## config.mk

```make
export PLATFORM = sky130hd
export DESIGN_NAME = i2c_init_sequencer_flat
export DESIGN_NICKNAME = d
export VERILOG_FILES = /design/src/rtl/i2c_init_sequencer_if.sv /design/src/rtl/i2c_init_sequencer.sv /design/src/flat_wrapper.sv
export SDC_FILE = /design/constraint.sdc
export NUM_CORES = 1
export LEC_CHECK = 0
export ABC_AREA = 1
export BUFFER_PORTS_ARGS = -buffer_cell sky130_fd_sc_hd__buf_4
export CAP_MARGIN = 20
export CORE_ASPECT_RATIO = 1.4
export CORE_UTILIZATION = 53
export CTS_CLUSTER_DIAMETER = 100
export CTS_CLUSTER_SIZE = 12
export DETAILED_ROUTE_END_ITERATION = 16
export PLACE_DENSITY = 0.8
export SLEW_MARGIN = 10
export SYNTH_ARGS = -nofsm -noshare
export SYNTH_HDL_FRONTEND = slang
export SYNTH_SLANG_ARGS = --single-unit
```

## constraint.sdc

```tcl
create_clock -name clk -period 1.8 [get_ports clk]
set_clock_uncertainty 0.2 [all_clocks]
set_input_delay 0.18 -clock clk [delete_from_list [all_inputs] [get_ports clk]]
set_output_delay 0.18 -clock clk [all_outputs]
set_load 0.1 [all_outputs]
```

## src/rtl/i2c_init_sequencer_if.sv

```systemverilog
// Shared transaction type and the request/response port between the
// init sequencer (master) and the i2c_controller (slave).
package i2c_init_sequencer_pkg;
  typedef enum logic {
    WRITE_8BIT_REGISTER = 1'b0,
    READ_8BIT           = 1'b1
  } i2c_transaction_t;
endpackage

interface i2c_init_sequencer_if;
  import i2c_init_sequencer_pkg::*;

  i2c_transaction_t i2c_mode;
  logic             i2c_i_valid;
  logic             i2c_i_ready;
  logic [6:0]       i2c_i_addr;
  logic [7:0]       i2c_i_data;
  logic             i2c_o_ready;
  logic             i2c_o_valid;
  logic [7:0]       i2c_o_data;

  modport master (
    output i2c_mode, i2c_i_valid, i2c_i_addr, i2c_i_data, i2c_o_ready,
    input  i2c_i_ready, i2c_o_valid, i2c_o_data
  );

  modport slave (
    input  i2c_mode, i2c_i_valid, i2c_i_addr, i2c_i_data, i2c_o_ready,
    output i2c_i_ready, i2c_o_valid, i2c_o_data
  );
endinterface

```

## src/rtl/i2c_init_sequencer.sv

```systemverilog
// i2c_init_sequencer: walks a synchronous command ROM (write / delay /
// poll / end) and drives the i2c_controller request port through a device
// bring-up sequence. Reports done, or error with the failing table index.
module i2c_init_sequencer
  import i2c_init_sequencer_pkg::*;
#(
  parameter logic [6:0]  DEV_ADDR       = 7'h10,
  parameter int unsigned ROM_DEPTH      = 32,
  parameter int unsigned DELAY_UNIT     = 12000,
  parameter int unsigned MAX_POLLS      = 8,
  parameter int unsigned TIMEOUT_CYCLES = 1000,
  localparam int unsigned AW            = $clog2(ROM_DEPTH)
) (
  input  logic          clk,
  input  logic          rst,
  input  logic          start,
  output logic          busy,
  output logic          done,
  output logic          error,
  output logic [AW-1:0] err_index,
  output logic [AW-1:0] rom_addr,
  input  logic [17:0]   rom_data,
  i2c_init_sequencer_if.master i2c
);

  localparam int unsigned UW = (DELAY_UNIT > 1) ? $clog2(DELAY_UNIT) : 1;
  localparam int unsigned PW = $clog2(MAX_POLLS + 1);
  localparam int unsigned WW = $clog2(TIMEOUT_CYCLES + 1);

  localparam logic [UW-1:0] UNIT_LAST = UW'(DELAY_UNIT - 1);
  localparam logic [PW-1:0] POLL_LAST = PW'(MAX_POLLS - 1);
  localparam logic [WW-1:0] WDOG_LAST = WW'(TIMEOUT_CYCLES - 1);
  localparam logic [AW-1:0] IDX_LAST  = AW'(ROM_DEPTH - 1);

  typedef enum logic [3:0] {
    S_IDLE, S_FETCH, S_DECODE, S_ISSUE, S_WAIT_START,
    S_WAIT_DONE, S_DELAY, S_CHECK, S_DONE, S_ERROR
  } state_t;

  typedef enum logic [1:0] {
    OP_WRITE = 2'b00,
    OP_DELAY = 2'b01,
    OP_POLL  = 2'b10,
    OP_END   = 2'b11
  } op_t;

  state_t           r_state;
  logic [AW-1:0]    r_idx;
  logic             r_busy;
  logic             r_done;
  logic             r_error;
  logic [AW-1:0]    r_err_index;
  i2c_transaction_t r_mode;
  logic             r_issue;
  logic             r_o_ready;
  logic [7:0]       r_i_data;
  logic [7:0]       r_a;
  logic [7:0]       r_b;
  logic [7:0]       r_rd;
  logic             r_got;
  logic [PW-1:0]    r_polls;
  logic [UW-1:0]    r_unit_cnt;
  logic [15:0]      r_units;
  logic [WW-1:0]    r_wdog;

  op_t              w_op;
  logic [7:0]       w_a;
  logic [7:0]       w_b;
  logic [15:0]      w_count;
  logic             w_last_idx;
  logic             w_wdog_hit;
  logic             w_match;
  logic             w_xfer_done;

  assign w_op        = op_t'(rom_data[17:16]);
  assign w_a         = rom_data[15:8];
  assign w_b         = rom_data[7:0];
  assign w_count     = rom_data[15:0];
  assign w_last_idx  = (r_idx == IDX_LAST);
  assign w_match     = ((r_rd & r_b) == (r_a & r_b));
  assign w_wdog_hit  = ((r_state == S_ISSUE) || (r_state == S_WAIT_START) ||
                        (r_state == S_WAIT_DONE)) && (r_wdog == WDOG_LAST);
  // A read completes only once both the idle indication and the byte have
  // been seen; they may arrive in either order.
  assign w_xfer_done = i2c.i2c_i_ready && ((r_mode == WRITE_8BIT_REGISTER) || r_got);

  assign busy      = r_busy;
  assign done      = r_done;
  assign error     = r_error;
  assign err_index = r_err_index;
  assign rom_addr  = r_idx;

  assign i2c.i2c_mode    = r_mode;
  assign i2c.i2c_i_addr  = DEV_ADDR;
  assign i2c.i2c_i_data  = r_i_data;
  assign i2c.i2c_o_ready = r_o_ready;
  // Request is gated by ready so the strobe never appears while the
  // controller is still busy.
  assign i2c.i2c_i_valid = r_issue & i2c.i2c_i_ready;

  // Sequencer FSM: fetch/decode table entries, run the I2C handshake, delays and polls.
  always_ff @(posedge clk) begin
    if (rst) begin
      r_state     <= S_IDLE;
      r_idx       <= '0;
      r_busy      <= 1'b0;
      r_done      <= 1'b0;
      r_error     <= 1'b0;
      r_err_index <= '0;
      r_mode      <= WRITE_8BIT_REGISTER;
      r_issue     <= 1'b0;
      r_o_ready   <= 1'b0;
      r_i_data    <= '0;
      r_a         <= '0;
      r_b         <= '0;
      r_rd        <= '0;
      r_got       <= 1'b0;
      r_polls     <= '0;
      r_unit_cnt  <= '0;
      r_units     <= '0;
      r_wdog      <= '0;
    end else if (w_wdog_hit) begin
      r_err_index <= r_idx;
      r_error     <= 1'b1;
      r_busy      <= 1'b0;
      r_issue     <= 1'b0;
      r_o_ready   <= 1'b0;
      r_state     <= S_ERROR;
    end else begin
      case (r_state)
        S_IDLE, S_DONE, S_ERROR: begin
          if (start) begin
            r_idx   <= '0;
            r_done  <= 1'b0;
            r_error <= 1'b0;
            r_polls <= '0;
            r_busy  <= 1'b1;
            r_state <= S_FETCH;
          end
        end

        S_FETCH: r_state <= S_DECODE;

        S_DECODE: begin
          case (w_op)
            OP_WRITE: begin
              r_i_data <= w_a;
              r_mode   <= WRITE_8BIT_REGISTER;
              r_issue  <= 1'b1;
              r_wdog   <= '0;
              r_state  <= S_ISSUE;
            end
            OP_POLL: begin
              r_a     <= w_a;
              r_b     <= w_b;
              r_mode  <= READ_8BIT;
              r_issue <= 1'b1;
              r_wdog  <= '0;
              r_state <= S_ISSUE;
            end
            OP_DELAY: begin
              if (w_count == 16'd0) begin
                if (w_last_idx) begin
                  r_done <= 1'b1; r_busy <= 1'b0; r_state <= S_DONE;
                end else begin
                  r_idx <= r_idx + 1'b1; r_state <= S_FETCH;
                end
              end else begin
                r_units    <= w_count;
                r_unit_cnt <= '0;
                r_state    <= S_DELAY;
              end
            end
            OP_END: begin
              r_done  <= 1'b1;
              r_busy  <= 1'b0;
              r_state <= S_DONE;
            end
          endcase
        end

        S_ISSUE: begin
          r_wdog <= r_wdog + 1'b1;
          if (i2c.i2c_i_ready) begin
            r_issue <= 1'b0;
            r_state <= S_WAIT_START;
          end
        end

        S_WAIT_START: begin
          r_wdog <= r_wdog + 1'b1;
          if (!i2c.i2c_i_ready) begin
            r_o_ready <= (r_mode == READ_8BIT);
            r_got     <= 1'b0;
            r_state   <= S_WAIT_DONE;
          end
        end

        S_WAIT_DONE: begin
          r_wdog <= r_wdog + 1'b1;
          if (i2c.i2c_o_valid && r_o_ready) begin
            r_rd      <= i2c.i2c_o_data;
            r_got     <= 1'b1;
            r_o_ready <= 1'b0;
          end
          if (w_xfer_done) begin
            if (r_mode == READ_8BIT) begin
              r_state <= S_CHECK;
            end else if (w_last_idx) begin
              r_done <= 1'b1; r_busy <= 1'b0; r_state <= S_DONE;
            end else begin
              r_idx <= r_idx + 1'b1; r_state <= S_FETCH;
            end
          end
        end

        // Two-level count: unit counter wraps every DELAY_UNIT cycles and
        // decrements the unit count, avoiding a wide multiply.
        S_DELAY: begin
          if (r_unit_cnt == UNIT_LAST) begin
            r_unit_cnt <= '0;
            if (r_units == 16'd1) begin
              if (w_last_idx) begin
                r_done <= 1'b1; r_busy <= 1'b0; r_state <= S_DONE;
              end else begin
                r_idx <= r_idx + 1'b1; r_state <= S_FETCH;
              end
            end else begin
              r_units <= r_units - 16'd1;
            end
          end else begin
            r_unit_cnt <= r_unit_cnt + 1'b1;
          end
        end

        S_CHECK: begin
          if (w_match) begin
            r_polls <= '0;
            if (w_last_idx) begin
              r_done <= 1'b1; r_busy <= 1'b0; r_state <= S_DONE;
            end else begin
              r_idx <= r_idx + 1'b1; r_state <= S_FETCH;
            end
          end else if (r_polls == POLL_LAST) begin
            r_err_index <= r_idx;
            r_error     <= 1'b1;
            r_busy      <= 1'b0;
            r_state     <= S_ERROR;
          end else begin
            r_polls <= r_polls + 1'b1;
            r_issue <= 1'b1;
            r_wdog  <= '0;
            r_state <= S_ISSUE;
          end
        end

        default: r_state <= S_IDLE;
      endcase
    end
  end

endmodule
```

## src/flat_wrapper.sv

```systemverilog
// flat-port wrapper written by rule: the top's interface ports become plain ports
module i2c_init_sequencer_flat import i2c_init_sequencer_pkg::*;
#(
  parameter logic [6:0]  DEV_ADDR       = 7'h10,
  parameter int unsigned ROM_DEPTH      = 32,
  parameter int unsigned DELAY_UNIT     = 12000,
  parameter int unsigned MAX_POLLS      = 8,
  parameter int unsigned TIMEOUT_CYCLES = 1000,
  localparam int unsigned AW            = $clog2(ROM_DEPTH)
)
  (clk, rst, start, busy, done, error, err_index, rom_addr, rom_data, i2c_i2c_mode, i2c_i2c_i_valid, i2c_i2c_i_addr, i2c_i2c_i_data, i2c_i2c_o_ready, i2c_i2c_i_ready, i2c_i2c_o_valid, i2c_i2c_o_data);
  i2c_init_sequencer_if i2c_i ();
  input  logic clk;
  input  logic rst;
  input  logic start;
  output logic busy;
  output logic done;
  output logic error;
  output logic [AW-1:0] err_index;
  output logic [AW-1:0] rom_addr;
  input  logic [17:0] rom_data;
  output wire logic [$bits(i2c_i.i2c_mode)-1:0] i2c_i2c_mode;
  output wire logic [$bits(i2c_i.i2c_i_valid)-1:0] i2c_i2c_i_valid;
  output wire logic [$bits(i2c_i.i2c_i_addr)-1:0] i2c_i2c_i_addr;
  output wire logic [$bits(i2c_i.i2c_i_data)-1:0] i2c_i2c_i_data;
  output wire logic [$bits(i2c_i.i2c_o_ready)-1:0] i2c_i2c_o_ready;
  input wire logic [$bits(i2c_i.i2c_i_ready)-1:0] i2c_i2c_i_ready;
  input wire logic [$bits(i2c_i.i2c_o_valid)-1:0] i2c_i2c_o_valid;
  input wire logic [$bits(i2c_i.i2c_o_data)-1:0] i2c_i2c_o_data;
  assign i2c_i2c_mode = i2c_i.i2c_mode;
  assign i2c_i2c_i_valid = i2c_i.i2c_i_valid;
  assign i2c_i2c_i_addr = i2c_i.i2c_i_addr;
  assign i2c_i2c_i_data = i2c_i.i2c_i_data;
  assign i2c_i2c_o_ready = i2c_i.i2c_o_ready;
  assign i2c_i.i2c_i_ready = i2c_i2c_i_ready;
  assign i2c_i.i2c_o_valid = i2c_i2c_o_valid;
  assign i2c_i.i2c_o_data = i2c_i2c_o_data;
  i2c_init_sequencer #(.DEV_ADDR(DEV_ADDR), .ROM_DEPTH(ROM_DEPTH), .DELAY_UNIT(DELAY_UNIT), .MAX_POLLS(MAX_POLLS), .TIMEOUT_CYCLES(TIMEOUT_CYCLES)) u_core (.clk(clk), .rst(rst), .start(start), .busy(busy), .done(done), .error(error), .err_index(err_index), .rom_addr(rom_addr), .rom_data(rom_data), .i2c(i2c_i));
endmodule
```

# == Word level (Yosys, flattened, before mapping) ==
# Cells that the tools add are included.
# word_totals
ff_bits,97
# classes
n_addsub,5
eq_ne,47
mux,82
bitwise,5
n_reduce_logical,41
# op_table
cell,count
5-bit 2-to-1 mux,13
16-bit 2-to-1 mux,4
4-bit 2-to-1 mux,15
14-bit 2-to-1 mux,3
16-bit case mux with 2 select lines,1
4-bit case mux with 8 select lines,1
10-bit 2-to-1 mux,3
10-bit case mux with 3 select lines,1
1-bit 2-to-1 mux,28
14-bit case mux with 2 select lines,1
5-bit case mux with 5 select lines,1
3-bit by 2-bit != test with 1-bit output (second input constant),7
4-bit by 3-bit == test with 1-bit output (second input constant),5
2-bit != test (second input constant),10
10-bit AND reduction,2
3-bit AND reduction,6
6-bit AND reduction,3
8-bit bitwise AND,2
16-bit by 1-bit == test with 1-bit output (second input constant),1
16-bit zero test,1
4-bit AND reduction,4
16-bit by 1-bit subtractor with 16-bit output (second input constant),1
3-bit by 1-bit != test with 1-bit output (second input constant),5
14-bit by 1-bit adder with 14-bit output (second input constant),1
31 further kinds,61

# == Logic depth before layout (Yosys ltp) ==
# logic_depth
depth_word,6
ltp_mapped,12
depth_no_buf,12

# == Worst setup path after synthesis ==
# Ideal clock, no wire load.
# synth_path
path_kind,register -> register
from,"reg u_core.r_idx[0], in the netlist u_core.rom_addr[0]"
to,reg u_core.r_state[0]
setup_time_ps,134
path_buffers,0
required_ps,1466
setup_slack_ps,-724
arrival_time_ps,2190
stages_incl_launch_ff,12
path_cell_list,dfxtp_1 ha_1 nand2_1 nor2_1 ha_1 inv_1 nor2_1 o21ai_0 a21oi_1 nand2_1 nand2_1 a21oi_1
# synth_via
elab_chain_cells,6
# synth_lines
element,line,rtl
start: declaration,i2c_init_sequencer.sv:48,logic [AW-1:0] r_idx;
start signal: assignment,i2c_init_sequencer.sv:105,r_idx <= '0;
start signal: assignment,i2c_init_sequencer.sv:133,r_idx <= '0;
start signal: assignment,i2c_init_sequencer.sv:166,r_idx <= r_idx + 1'b1; r_state <= S_FETCH;
5-bit == test (*),i2c_init_sequencer.sv:79,assign w_last_idx = (r_idx == IDX_LAST);
4-bit 2-to-1 mux (*),--,
"4-bit 2-to-1 mux, on equally long branches","i2c_init_sequencer.sv:162, i2c_init_sequencer.sv:207, i2c_init_sequencer.sv:222",
4-bit case mux with 3 select lines (tied with other cells),i2c_init_sequencer.sv:145,case (w_op)
4-bit case mux with 8 select lines (*),i2c_init_sequencer.sv:130,case (r_state)
4-bit 2-to-1 mux (*),i2c_init_sequencer.sv:122,end else if (w_wdog_hit) begin
end signal: assignment,i2c_init_sequencer.sv:128,r_state <= S_ERROR;
end signal: assignment,i2c_init_sequencer.sv:164,r_done <= 1'b1; r_busy <= 1'b0; r_state <= S_DONE;
end signal: assignment,i2c_init_sequencer.sv:166,
end: declaration,i2c_init_sequencer.sv:47,state_t r_state;
# Mark *: on every way between the ends. The rest lies on a longest branch, timed or not. The select of a mux whose other input is x is not followed.
# A chain may end at the register's enable or synchronous reset.

# == Final worst setup path ==
# layout_path
from,reg u_core.r_state[1]
to,reg u_core.r_a[4]
# layout_via
elab_chain_cells,6
# layout_lines
element,line,rtl
start signal: assignment,i2c_init_sequencer.sv:104,r_state <= S_IDLE;
start signal: assignment,i2c_init_sequencer.sv:128,
start signal: assignment,i2c_init_sequencer.sv:138,r_state <= S_FETCH;
4-bit by 2-bit == test with 1-bit output / 4-bit by 3-bit == test with 1-bit output (equally long branches),i2c_init_sequencer.sv:81,assign w_wdog_hit = ((r_state == S_ISSUE) || (r_state == S_WAIT_START) ||
1-bit logical OR (2 in a row),i2c_init_sequencer.sv:81,
1-bit logical AND,i2c_init_sequencer.sv:82,(r_state == S_WAIT_DONE)) && (r_wdog == WDOG_LAST);
1-bit NOT (no source line),--,
3-bit AND reduction (no source line) (*),--,
end signal: assignment,i2c_init_sequencer.sv:154,r_a <= w_a;
end: declaration,i2c_init_sequencer.sv:57,logic [7:0] r_a;
# Mark *: on every way between the ends. The rest lies on a longest branch, timed or not.

==> run summary <==
via count: 7478
grt ovf: 0
outcome: complete, but fails checks
Setup CP Type: flop to flop
pwr dens: 1220 nW/um^2
CTS tree: done
maximum clock rate: 470 MHz
Slew Limit Fails: 0
effective utilization at floorplan: 54.2%
IO Port Bufs: 54
data arrival time of the critical path: 2.13 ns
met2 wire length: 11.3 mm
Place WS: -0.177 ns
GP Congestion: 0.918
cells after synthesis: 863
RSZ-0062 raised after global routing: yes
fin nets: 1137
number of synthesized flops with an enable pin: 0
Async S/R FF share, synth: 0%
CP startpoint: u_core.r_state[1]$_SDFFE_PP0P_
core area: 10300 um^2
met3 wire length: 2.16 mm
worst slew pin tran: 0.854 ns
CTS H-tree lvls: 3
CP endpoint kind: flop
initial antenna violation count: 1
top fanout value on the critical path: 10
Worst path slowest cell: o21ai_0
Crit path top cell by count: nor2_4
Iter 0 DRT Violations: 824
worst setup margin: -0.328 ns
Fin. Hold Viols: 0
Clk network pwr share: 20.4%
Remaining DRCs: 0
vias in the first global route: 6640
root buffer cell: clkbuf_16
Switching Share: 44.4%
M1 WL: 7.38 mm
Die ar.: 11000 um^2
First-pass DRT Iterations: 9
DP HPWL: 13.1 mm
row count: 44
Worst-path clk slew: 0.07 ns
Comb pwr share: 53.9%
CP Launch Type: flop
CP cell instances: inv_4, nor2_4, nand2_4, nor2_4, nand2_2, o21ai_0, a21oi_1
worst hold start: rom_data[0]
Setup-failing EPs final: 57
TritonCTS buffer count: 9
DR WL/cell: 18.5 um
P_leak: 3.80 nW
# clock sinks: 97
NetSw: 4.62 mW
IO Pins: 62
Power Total: 10.4 mW
worst path buffer plus inverter count: 1
top layer in use: met4
Via-to-Cell Ratio: 6.02
hold crit path type: primary input to flop
clock buffer depth: 2
Distinct cells, synth: 42
maxcap violations: 0
first-pass GRT wire length: 30.0 mm
Area growth syn-to-layout: 51.6%
YS warnings: 0
# fillers: 593
pin count of the biggest net entering global routing: 30
GRT Util Overall: 35.4%
syn avg cell area: 6.51 um^2
Worst EP required: 1.81 ns
ys flop type: dfxtp_1
family with the most delay on the worst path: compound AO/OA/AOI/OAI gates
Clock Latency Late Sink: 0.35 ns
die height: 124 um
Int Pwr: 5.78 mW
synthesized area: 5610 um^2
ratio of cells with drive above 1 in the final layout: 36.0%
failing checks: setup timing
period utilization: 118%
sequential power share: 25.7%
Worst VDD drop: 0.00116 V
CP max stage delay: 0.71 ns
antenna-violating nets left: 0
Die Wd: 89.0 um
post-synthesis sequential area ratio: 34.6%
Final Critical Period: 2.13 ns
slew margin rel.: 42.5%
#FFs+latches synth: 97
# diodes: 0
Post-Route WL: 23.0 mm
worst r2r src: u_core.r_state[1]$_SDFFE_PP0P_
-- per-stage QoR --
stage          TNS, ns  instance area [um^2]  std cells  utilization, %  hold WS (ns)
3_3_place_gp     -3.24                  7300       1190            70.6         0.251
5_1_grt         -22.62                  8510       1242            82.2        0.0213
4_1_cts          -1.27                  8070       1230            77.9        0.0119
6_report         -5.47                  8510       1242            82.2        0.0140
3_5_place_dp     -6.23                  7300       1190            70.6         0.260
2_1_floorplan   -0.214                  5670        868               -         0.115
-- worst min-delay path, cell delays in order --
cell,delay (ns)
buf_4,0.11
nand2_1,0.05
o21ai_0,0.06
nor2_1,0.05
nor2_1,0.09
-- cells in the final DEF, fill, tap and decap left out, drive strengths merged, types with 11 or more instances in the layout --
cell type	n
a21oi	77
buf	235
dfxtp	97
dlygate4sd3	13
inv	79
nand2	226
nand3	73
nand4	17
nor2	143
nor3	11
o21ai	62
xor2	12
-- power groups by stage --
stage	combinational, mW	sequential, mW	clock, mW
final	5.61	2.67	2.12
after CTS	4.85	2.63	2.09
after global routing	6.01	2.69	2.19
after global placement	4.49	2.65	0
after detailed placement	4.57	2.66	0
after floorplan	2.52	3.15	0
-- state kept, by name, indices dropped and copies added, names as in the netlist, 4 cells and up --
register	count
u_core.r_b	8
u_core.r_wdog	10
u_core.r_polls	4
u_core.r_a	8
u_core.r_units	16
u_core.err_index	5
u_core.r_unit_cnt	14
u_core.r_state	4
u_core.rom_addr	5
u_core.r_rd	8
u_core.i2c.i2c_i_data	8
-- per-layer routing --
metal | track usage [%] | vias up
met2 | 63.1 | 578
met3 | 5.10 | 252
met4 | 25.8 | 0
li1 | - | 3274
met5 | 0 | -
met1 | 37.4 | 3374
-- final cells by class --
class                           count  area (um^2)  area share [%]
Tap cell                          138          173            2.03
Multi-Input combinational cell    664         3700            43.5
Inverter                           79          323            3.79
Timing Repair Buffer              248         2010            23.6
Clock buffer                        9          225            2.65
Sequential cell                    97         1980            23.3
Clock inverter                      7         93.8            1.10
-- kinds of logic (layout without fill, tap and decap cells) --
kind of cell | after synthesis | count (layout) | share of synthesized area, %
flip-flops | 97 | 97 | 34.6
XOR/XNOR | 17 | 17 | 2.65
other | 2 | 7 | 0.134
AND/OR/NAND/NOR | 480 | 481 | 37.9
buffers and inverters | 108 | 343 | 8.31
adder cells (fa/ha/maj) | 7 | 7 | 1.56
AO/OA/AOI/OAI | 152 | 152 | 14.8
-- synth_stat cells, drive strengths merged (2+ instances only) --
cell,count,area (um^2)
nand2,225,905
nor2,143,594
dfxtp,97,1940
inv,78,298
a21oi,77,412
nand3,73,393
o21ai,62,310
buf,17,120
nand4,17,106
clkbuf,12,45.0
xor2,12,105
nor3,11,55.1
ha,7,87.6
nand3b,5,37.5
or2,5,31.3
xnor2,5,43.8
o21bai,3,22.5
a211oi,2,15.0
a21o,2,15.0
conb,2,7.51
o211ai,2,28.8
-- timing repair --
item	in CTS	in global routing
hold endpoints to repair	20	0
setup endpoints to repair	78	93
gates cloned	1	1
gates resized for setup	71	111
hold buffers	13	0
setup buffers	10	13
pin swaps	22	34
-- path summary, 6_finish.rpt --
kind | cells past startpoint | slack, ns | endpoint
setup reg to reg | 7 | -0.33 | u_core.r_a[4]$_SDFFE_PP0P_
hold / removal | 5 | 0.01 | u_core.r_units[0]$_SDFFE_PP0P_
setup / recovery | 7 | -0.33 | u_core.r_a[4]$_SDFFE_PP0P_
hold reg to reg | 2 | 0.27 | u_core.r_a[4]$_SDFFE_PP0P_
Power figures use the tool's default switching activity.
